===== src/rtl/regfile_wb_scheduler_if.sv =====
// regfile_wb_scheduler_if
// Bundles the decode issue/hazard-query signals, the two writeback requesters
// (A = ALU, B = LSU/MUL) and the register-file write port into one interface.
// The master side is whoever drives requests (decode plus execute/memory);
// the slave side is the scheduler itself.
interface regfile_wb_scheduler_if #(
    parameter int DATA_W = 32,
    parameter int ADDR_W = 5
);
    logic              issue_valid;
    logic [ADDR_W-1:0] issue_rd;
    logic              issue_ready;
    logic [ADDR_W-1:0] rs1_addr;
    logic [ADDR_W-1:0] rs2_addr;
    logic              rs1_busy;
    logic              rs2_busy;

    logic              a_valid;
    logic [ADDR_W-1:0] a_rd;
    logic [DATA_W-1:0] a_data;
    logic              a_ready;

    logic              b_valid;
    logic [ADDR_W-1:0] b_rd;
    logic [DATA_W-1:0] b_data;
    logic              b_ready;

    logic [ADDR_W-1:0] rf_wr_address;
    logic [DATA_W-1:0] rf_data;
    logic              rf_write_enable;

    modport master (
        output issue_valid, issue_rd, rs1_addr, rs2_addr,
        output a_valid, a_rd, a_data,
        output b_valid, b_rd, b_data,
        input  issue_ready, rs1_busy, rs2_busy,
        input  a_ready, b_ready,
        input  rf_wr_address, rf_data, rf_write_enable
    );

    modport slave (
        input  issue_valid, issue_rd, rs1_addr, rs2_addr,
        input  a_valid, a_rd, a_data,
        input  b_valid, b_rd, b_data,
        output issue_ready, rs1_busy, rs2_busy,
        output a_ready, b_ready,
        output rf_wr_address, rf_data, rf_write_enable
    );
endinterface


===== src/rtl/regfile_wb_scheduler.sv =====
// regfile_wb_scheduler
// Shares the single register-file write port between a single-cycle ALU
// writeback (A) and a multi-cycle LSU/MUL writeback (B) with round-robin
// arbitration, and keeps a per-register busy scoreboard so decode can stall
// on RAW/WAW hazards. x0 is never busy and is never written.
// Optional feature: define RF_SCHED_PERF_EN to add two saturating 32-bit
// performance counters (requester conflicts, issue stalls) as extra ports.
module regfile_wb_scheduler #(
    parameter int DATA_W = 32,
    parameter int ADDR_W = 5,
    parameter int NREG   = 32
) (
    input  logic                  i_clk,
    input  logic                  i_rst,
    regfile_wb_scheduler_if.slave bus
`ifdef RF_SCHED_PERF_EN
    ,
    output logic [31:0]           o_perf_conflicts,
    output logic [31:0]           o_perf_issue_stalls
`endif
);

    typedef enum logic {
        GRANT_A = 1'b0,
        GRANT_B = 1'b1
    } grant_e;

    grant_e            r_lastGrant;
    logic [NREG-1:0]   r_busy;
    logic [ADDR_W-1:0] r_rfAddr;
    logic [DATA_W-1:0] r_rfData;
    logic              r_rfWe;

    logic              w_grantA;
    logic              w_grantB;
    logic              w_issueReady;
    logic              w_issueFire;
    logic [NREG-1:0]   w_busyNext;

    // Round-robin grant: a lone requester always wins, on a conflict the one that did not win last time goes
    always_comb begin
        w_grantA = 1'b0;
        w_grantB = 1'b0;
        if (bus.a_valid && bus.b_valid) begin
            if (r_lastGrant == GRANT_B) begin
                w_grantA = 1'b1;
            end else begin
                w_grantB = 1'b1;
            end
        end else begin
            w_grantA = bus.a_valid;
            w_grantB = bus.b_valid;
        end
    end

    // The write port never back-pressures, so ready is exactly the grant
    assign bus.a_ready = w_grantA;
    assign bus.b_ready = w_grantB;

    // Hazard queries; x0 is forced clear so a stray bit can never stall on it
    assign w_issueReady = (bus.issue_rd == '0) || !r_busy[bus.issue_rd];
    assign bus.issue_ready = w_issueReady;
    assign bus.rs1_busy = (bus.rs1_addr != '0) && r_busy[bus.rs1_addr];
    assign bus.rs2_busy = (bus.rs2_addr != '0) && r_busy[bus.rs2_addr];
    assign w_issueFire = bus.issue_valid && w_issueReady && (bus.issue_rd != '0);

    // Next scoreboard: commit clears first, then a new issue sets, so set wins on the same index
    always_comb begin
        w_busyNext = r_busy;
        if (r_rfWe) begin
            w_busyNext[r_rfAddr] = 1'b0;
        end
        if (w_issueFire) begin
            w_busyNext[bus.issue_rd] = 1'b1;
        end
        w_busyNext[0] = 1'b0;
    end

    // Busy scoreboard register
    always_ff @(posedge i_clk) begin
        if (!i_rst) begin
            r_busy <= '0;
        end else begin
            r_busy <= w_busyNext;
        end
    end

    // One-cycle write pipeline to the register file and the round-robin history
    always_ff @(posedge i_clk) begin
        if (!i_rst) begin
            r_rfAddr    <= '0;
            r_rfData    <= '0;
            r_rfWe      <= 1'b0;
            r_lastGrant <= GRANT_B;
        end else begin
            r_rfWe <= 1'b0;
            if (w_grantA) begin
                r_rfAddr    <= bus.a_rd;
                r_rfData    <= bus.a_data;
                r_rfWe      <= (bus.a_rd != '0);
                r_lastGrant <= GRANT_A;
            end else if (w_grantB) begin
                r_rfAddr    <= bus.b_rd;
                r_rfData    <= bus.b_data;
                r_rfWe      <= (bus.b_rd != '0);
                r_lastGrant <= GRANT_B;
            end
        end
    end

    assign bus.rf_wr_address   = r_rfAddr;
    assign bus.rf_data         = r_rfData;
    assign bus.rf_write_enable = r_rfWe;

`ifdef RF_SCHED_PERF_EN
    logic [31:0] r_perfConflicts;
    logic [31:0] r_perfIssueStalls;

    // Saturating event counters for requester conflicts and decode issue stalls
    always_ff @(posedge i_clk) begin
        if (!i_rst) begin
            r_perfConflicts   <= '0;
            r_perfIssueStalls <= '0;
        end else begin
            if (bus.a_valid && bus.b_valid && (r_perfConflicts != '1)) begin
                r_perfConflicts <= r_perfConflicts + 32'd1;
            end
            if (bus.issue_valid && !w_issueReady && (r_perfIssueStalls != '1)) begin
                r_perfIssueStalls <= r_perfIssueStalls + 32'd1;
            end
        end
    end

    assign o_perf_conflicts    = r_perfConflicts;
    assign o_perf_issue_stalls = r_perfIssueStalls;
`endif

endmodule


===== src/flat_wrapper.sv =====
// flat-port wrapper written by rule: the top's interface ports become plain ports
module regfile_wb_scheduler_flat 
#(
    parameter int DATA_W = 32,
    parameter int ADDR_W = 5,
    parameter int NREG   = 32
)
  (i_clk, i_rst, bus_issue_valid, bus_issue_rd, bus_rs1_addr, bus_rs2_addr, bus_a_valid, bus_a_rd, bus_a_data, bus_b_valid, bus_b_rd, bus_b_data, bus_issue_ready, bus_rs1_busy, bus_rs2_busy, bus_a_ready, bus_b_ready, bus_rf_wr_address, bus_rf_data, bus_rf_write_enable);
  regfile_wb_scheduler_if #(.DATA_W(DATA_W), .ADDR_W(ADDR_W)) bus_i ();
  input  logic i_clk;
  input  logic i_rst;
  input wire logic [$bits(bus_i.issue_valid)-1:0] bus_issue_valid;
  input wire logic [$bits(bus_i.issue_rd)-1:0] bus_issue_rd;
  input wire logic [$bits(bus_i.rs1_addr)-1:0] bus_rs1_addr;
  input wire logic [$bits(bus_i.rs2_addr)-1:0] bus_rs2_addr;
  input wire logic [$bits(bus_i.a_valid)-1:0] bus_a_valid;
  input wire logic [$bits(bus_i.a_rd)-1:0] bus_a_rd;
  input wire logic [$bits(bus_i.a_data)-1:0] bus_a_data;
  input wire logic [$bits(bus_i.b_valid)-1:0] bus_b_valid;
  input wire logic [$bits(bus_i.b_rd)-1:0] bus_b_rd;
  input wire logic [$bits(bus_i.b_data)-1:0] bus_b_data;
  output wire logic [$bits(bus_i.issue_ready)-1:0] bus_issue_ready;
  output wire logic [$bits(bus_i.rs1_busy)-1:0] bus_rs1_busy;
  output wire logic [$bits(bus_i.rs2_busy)-1:0] bus_rs2_busy;
  output wire logic [$bits(bus_i.a_ready)-1:0] bus_a_ready;
  output wire logic [$bits(bus_i.b_ready)-1:0] bus_b_ready;
  output wire logic [$bits(bus_i.rf_wr_address)-1:0] bus_rf_wr_address;
  output wire logic [$bits(bus_i.rf_data)-1:0] bus_rf_data;
  output wire logic [$bits(bus_i.rf_write_enable)-1:0] bus_rf_write_enable;
  assign bus_i.issue_valid = bus_issue_valid;
  assign bus_i.issue_rd = bus_issue_rd;
  assign bus_i.rs1_addr = bus_rs1_addr;
  assign bus_i.rs2_addr = bus_rs2_addr;
  assign bus_i.a_valid = bus_a_valid;
  assign bus_i.a_rd = bus_a_rd;
  assign bus_i.a_data = bus_a_data;
  assign bus_i.b_valid = bus_b_valid;
  assign bus_i.b_rd = bus_b_rd;
  assign bus_i.b_data = bus_b_data;
  assign bus_issue_ready = bus_i.issue_ready;
  assign bus_rs1_busy = bus_i.rs1_busy;
  assign bus_rs2_busy = bus_i.rs2_busy;
  assign bus_a_ready = bus_i.a_ready;
  assign bus_b_ready = bus_i.b_ready;
  assign bus_rf_wr_address = bus_i.rf_wr_address;
  assign bus_rf_data = bus_i.rf_data;
  assign bus_rf_write_enable = bus_i.rf_write_enable;
  regfile_wb_scheduler #(.DATA_W(DATA_W), .ADDR_W(ADDR_W), .NREG(NREG)) u_core (.i_clk(i_clk), .i_rst(i_rst), .bus(bus_i));
endmodule

===== config.mk =====
export PLATFORM = sky130hd
export DESIGN_NAME = regfile_wb_scheduler_flat
export DESIGN_NICKNAME = d
export VERILOG_FILES = /design/src/rtl/regfile_wb_scheduler_if.sv /design/src/rtl/regfile_wb_scheduler.sv /design/src/flat_wrapper.sv
export SDC_FILE = /design/constraint.sdc
export NUM_CORES = 1
export LEC_CHECK = 0
export ABC_AREA = 0
export BUFFER_PORTS_ARGS = -buffer_cell sky130_fd_sc_hd__buf_2
export CORE_ASPECT_RATIO = 1.75
export CORE_MARGIN = 2
export CORE_UTILIZATION = 45
export CTS_CLUSTER_SIZE = 10
export DETAILED_ROUTE_END_ITERATION = 10
export PLACE_DENSITY = 0.76
export SETUP_SLACK_MARGIN = 0.15
export SYNTH_ARGS = -nofsm -noshare
export SYNTH_HDL_FRONTEND = slang
export SYNTH_SLANG_ARGS = --single-unit

===== constraint.sdc =====
create_clock -name i_clk -period 1.45 [get_ports i_clk]
set_clock_uncertainty 0.05 [all_clocks]
set_input_delay 0.0725 -clock i_clk [delete_from_list [all_inputs] [get_ports i_clk]]
set_output_delay 0.0725 -clock i_clk [all_outputs]
set_load 0.005 [all_outputs]

==> metrics <==
Crit path largest cell delay 490 ps; most frequent cell after synthesis dfxtp_1; CP Launch Type flip-flop; utilization after layout 72.1%; 1st-pass router iterations 5; GR Overflow Total 0; register bit total from synthesis 70; H-tree depth 3; sequential area share after synthesis 36.4%; Tmin final 2140 ps; final net count 677; Arr. time, crit path 2020 ps; Routability Congestion 0.926; CP max stage cell mux4_2; WP data required 1330 ps; Worst Setup Slack, final -690 ps; leading area contributor after synthesis dfxtp_1; PD cells 874 nW/um^2; clk_lat worst skew 330 ps; DRC 0; area delta synth->final 55.8%; number of flops mapped to enable cells by yosys 0; CTS root buf clkbuf_16; first-pass GRT wire length 20100 um; GRT Overall Usage 28.1%; MaxCap Viol Count 0; Ys Warns 0; pin slew with the least headroom to its limit 552 ps; top cells by area, synth dfxtp_1 36%, mux4_2 13%, mux2i_1 10%; # setup viols final 30; unrepaired setup endpoints after global routing yes; largest net degree at the start of global routing 65; ys async rst share 0%; share of the synthesized area in the top cell type 36.4%; Slew headroom 63.0%; clock buffer depth 2; cell family with most CP delay multiplexers; most frequent CP cell mux4_2; Placeable Area 8310 um^2; std cell rows 44; Die W 73.9 um; Post-Syn Nets 488; Num CTS Buffers 9; Initial Util 46.3%; wire per inst 19.1 um; number of top-level pins 137; Cells after Synth 394; top cells by count, synth 70 x dfxtp_1, 43 x nor2_1, 40 x mux2i_1, 36 x a211oi_1, 34 x nand2_1; Synth Flop Type dfxtp_1; Leak 2.57 nW; failing checks negative setup slack; drt total wl 13400 um; final hold vios 0; setup TNS -4670 ps; initial antenna violation count 0; crit path buf inv count 1; Distinct cells, synth 38; worst vdd ir 0.725 mV; chip height 126 um; via count 4158; max-slew violation count 0; crit path kind flip-flop to primary output; outcome finished with violations; Final ANT Viol Nets 0; Die ar. 9340 um^2; Crit Path Max Fanout 4; I/O Buffers 136; syn avg cell area 9.77 um^2; CTS clk-pin slew, worst paths 60 ps; CTS sink count 70; FMAX 467 MHz; First DRT Iteration DRCs 310; final period utilization 148%; Crit. End Element primary output; crit-path cells mux4_2 > mux4_2 > mux2_4 > buf_6; CTS tree yes; share of cells above drive strength 1 56.4%; number of global-route vias before repair 4220; synthesized cell area 3850 um^2; antenna cells 0; Tightest Hold Check Type primary input to flip-flop; post-DR vias/cell 5.92; dpl hpwl 9050 um
through the flow:
step / setup WS (ps) / cell area, um^2 / hold WS, ps / instances / total power, mW
2_1_floorplan: -150 / 3950 / 150 / 394 / 2.59
3_3_place_gp: -438 / 5010 / 300 / 661 / 2.95
3_5_place_dp: -440 / 5010 / 302 / 661 / 2.98
4_1_cts: -692 / 5750 / 11.9 / 700 / 5.15
5_1_grt: -713 / 5990 / 43.1 / 702 / 5.43
6_report: -690 / 5990 / 30.3 / 702 / 5.24
tightest hold or removal path, delay by kind of cell:
family	cells	cell delay [ps]
AO/OA/AOI/OAI	1	80
multiplexers	1	110
buffers and inverters	1	100
cells in the final DEF, fill, tap and decap left out, types with 9 or more instances in the layout:
cell type  instances
a32o_1            23
clkbuf_16          9
nor2_1            43
a211oi_2          14
mux4_2            22
nand2_1           34
dfxtp_2           21
o211ai_1           9
buf_4             49
mux2i_1           23
a211oi_1          22
dfxtp_1           49
buf_2            134
buf_6             19
mux2i_2            9
power by group:
| part | internal [mW] | switching [mW] |
|---|---|---|
| registers | 2.03 | 0.0793 |
| logic | 0.568 | 0.526 |
| clock network | 1.23 | 0.807 |
area by class of cell:
| cell class | count | area, um^2 |
|---|---|---|
| clock buffers | 11 | 253 |
| inverters | 6 | 22.5 |
| flip-flops and latches | 70 | 1430 |
| well taps | 115 | 144 |
| clock inverters | 4 | 22.5 |
| fillers | 559 | 2320 |
| repair buffers | 213 | 1470 |
| multi-input cells | 283 | 2660 |
worst paths after layout:
| path | from | endpoint | slack, ps | cells after the start |
|---|---|---|---|---|
| worst max-delay path | u_core.r_busy[10]$_SDFF_PN0_ | bus_rs1_busy | -690 | 4 |
| worst min register to register | u_core.r_lastGrant$_SDFFE_PN1P_ | u_core.r_lastGrant$_SDFFE_PN1P_ | 440 | 2 |
| worst min-delay path | bus_b_data[17] | u_core.bus.rf_data[17]$_SDFFE_PN0P_ | 30 | 3 |
| worst max register to register | u_core.r_busy[23]$_SDFF_PN0_ | u_core.r_busy[15]$_SDFF_PN0_ | -370 | 6 |
logic make-up (layout without fill, tap and decap cells):
| family | after synthesis | in the layout | synth area share [%] |
|---|---|---|---|
| simple gates | 126 | 126 | 15.7 |
| compound gates | 90 | 90 | 18.8 |
| flops | 70 | 70 | 36.4 |
| mux | 67 | 67 | 24.7 |
| buf+inv | 41 | 234 | 4.36 |
flip-flops by register name, indices dropped and copies added (netlist names):
register / flops
u_core.bus.rf_data: 32
u_core.r_lastGrant: 1
u_core.r_busy: 31
u_core.bus.rf_write_enable: 1
u_core.bus.rf_wr_address: 5
routing by layer:
| metal | track usage, % | wire length [um] |
|---|---|---|
| met5 | 0 | 0 |
| met4 | 17.0 | 650 |
| met3 | 6.43 | 702 |
| met2 | 50.2 | 7630 |
| met1 | 28.3 | 4430 |
what timing repair did:
item	4_1_cts	5_1_grt
endpoints found under the setup margin	72	74
gates resized for setup	61	50
hold endpoints to repair	2	0
hold buffers	4	0
setup buffers	16	2
pin swaps	47	25
gates cloned	4	0
Power figures use the tool's default switching activity.
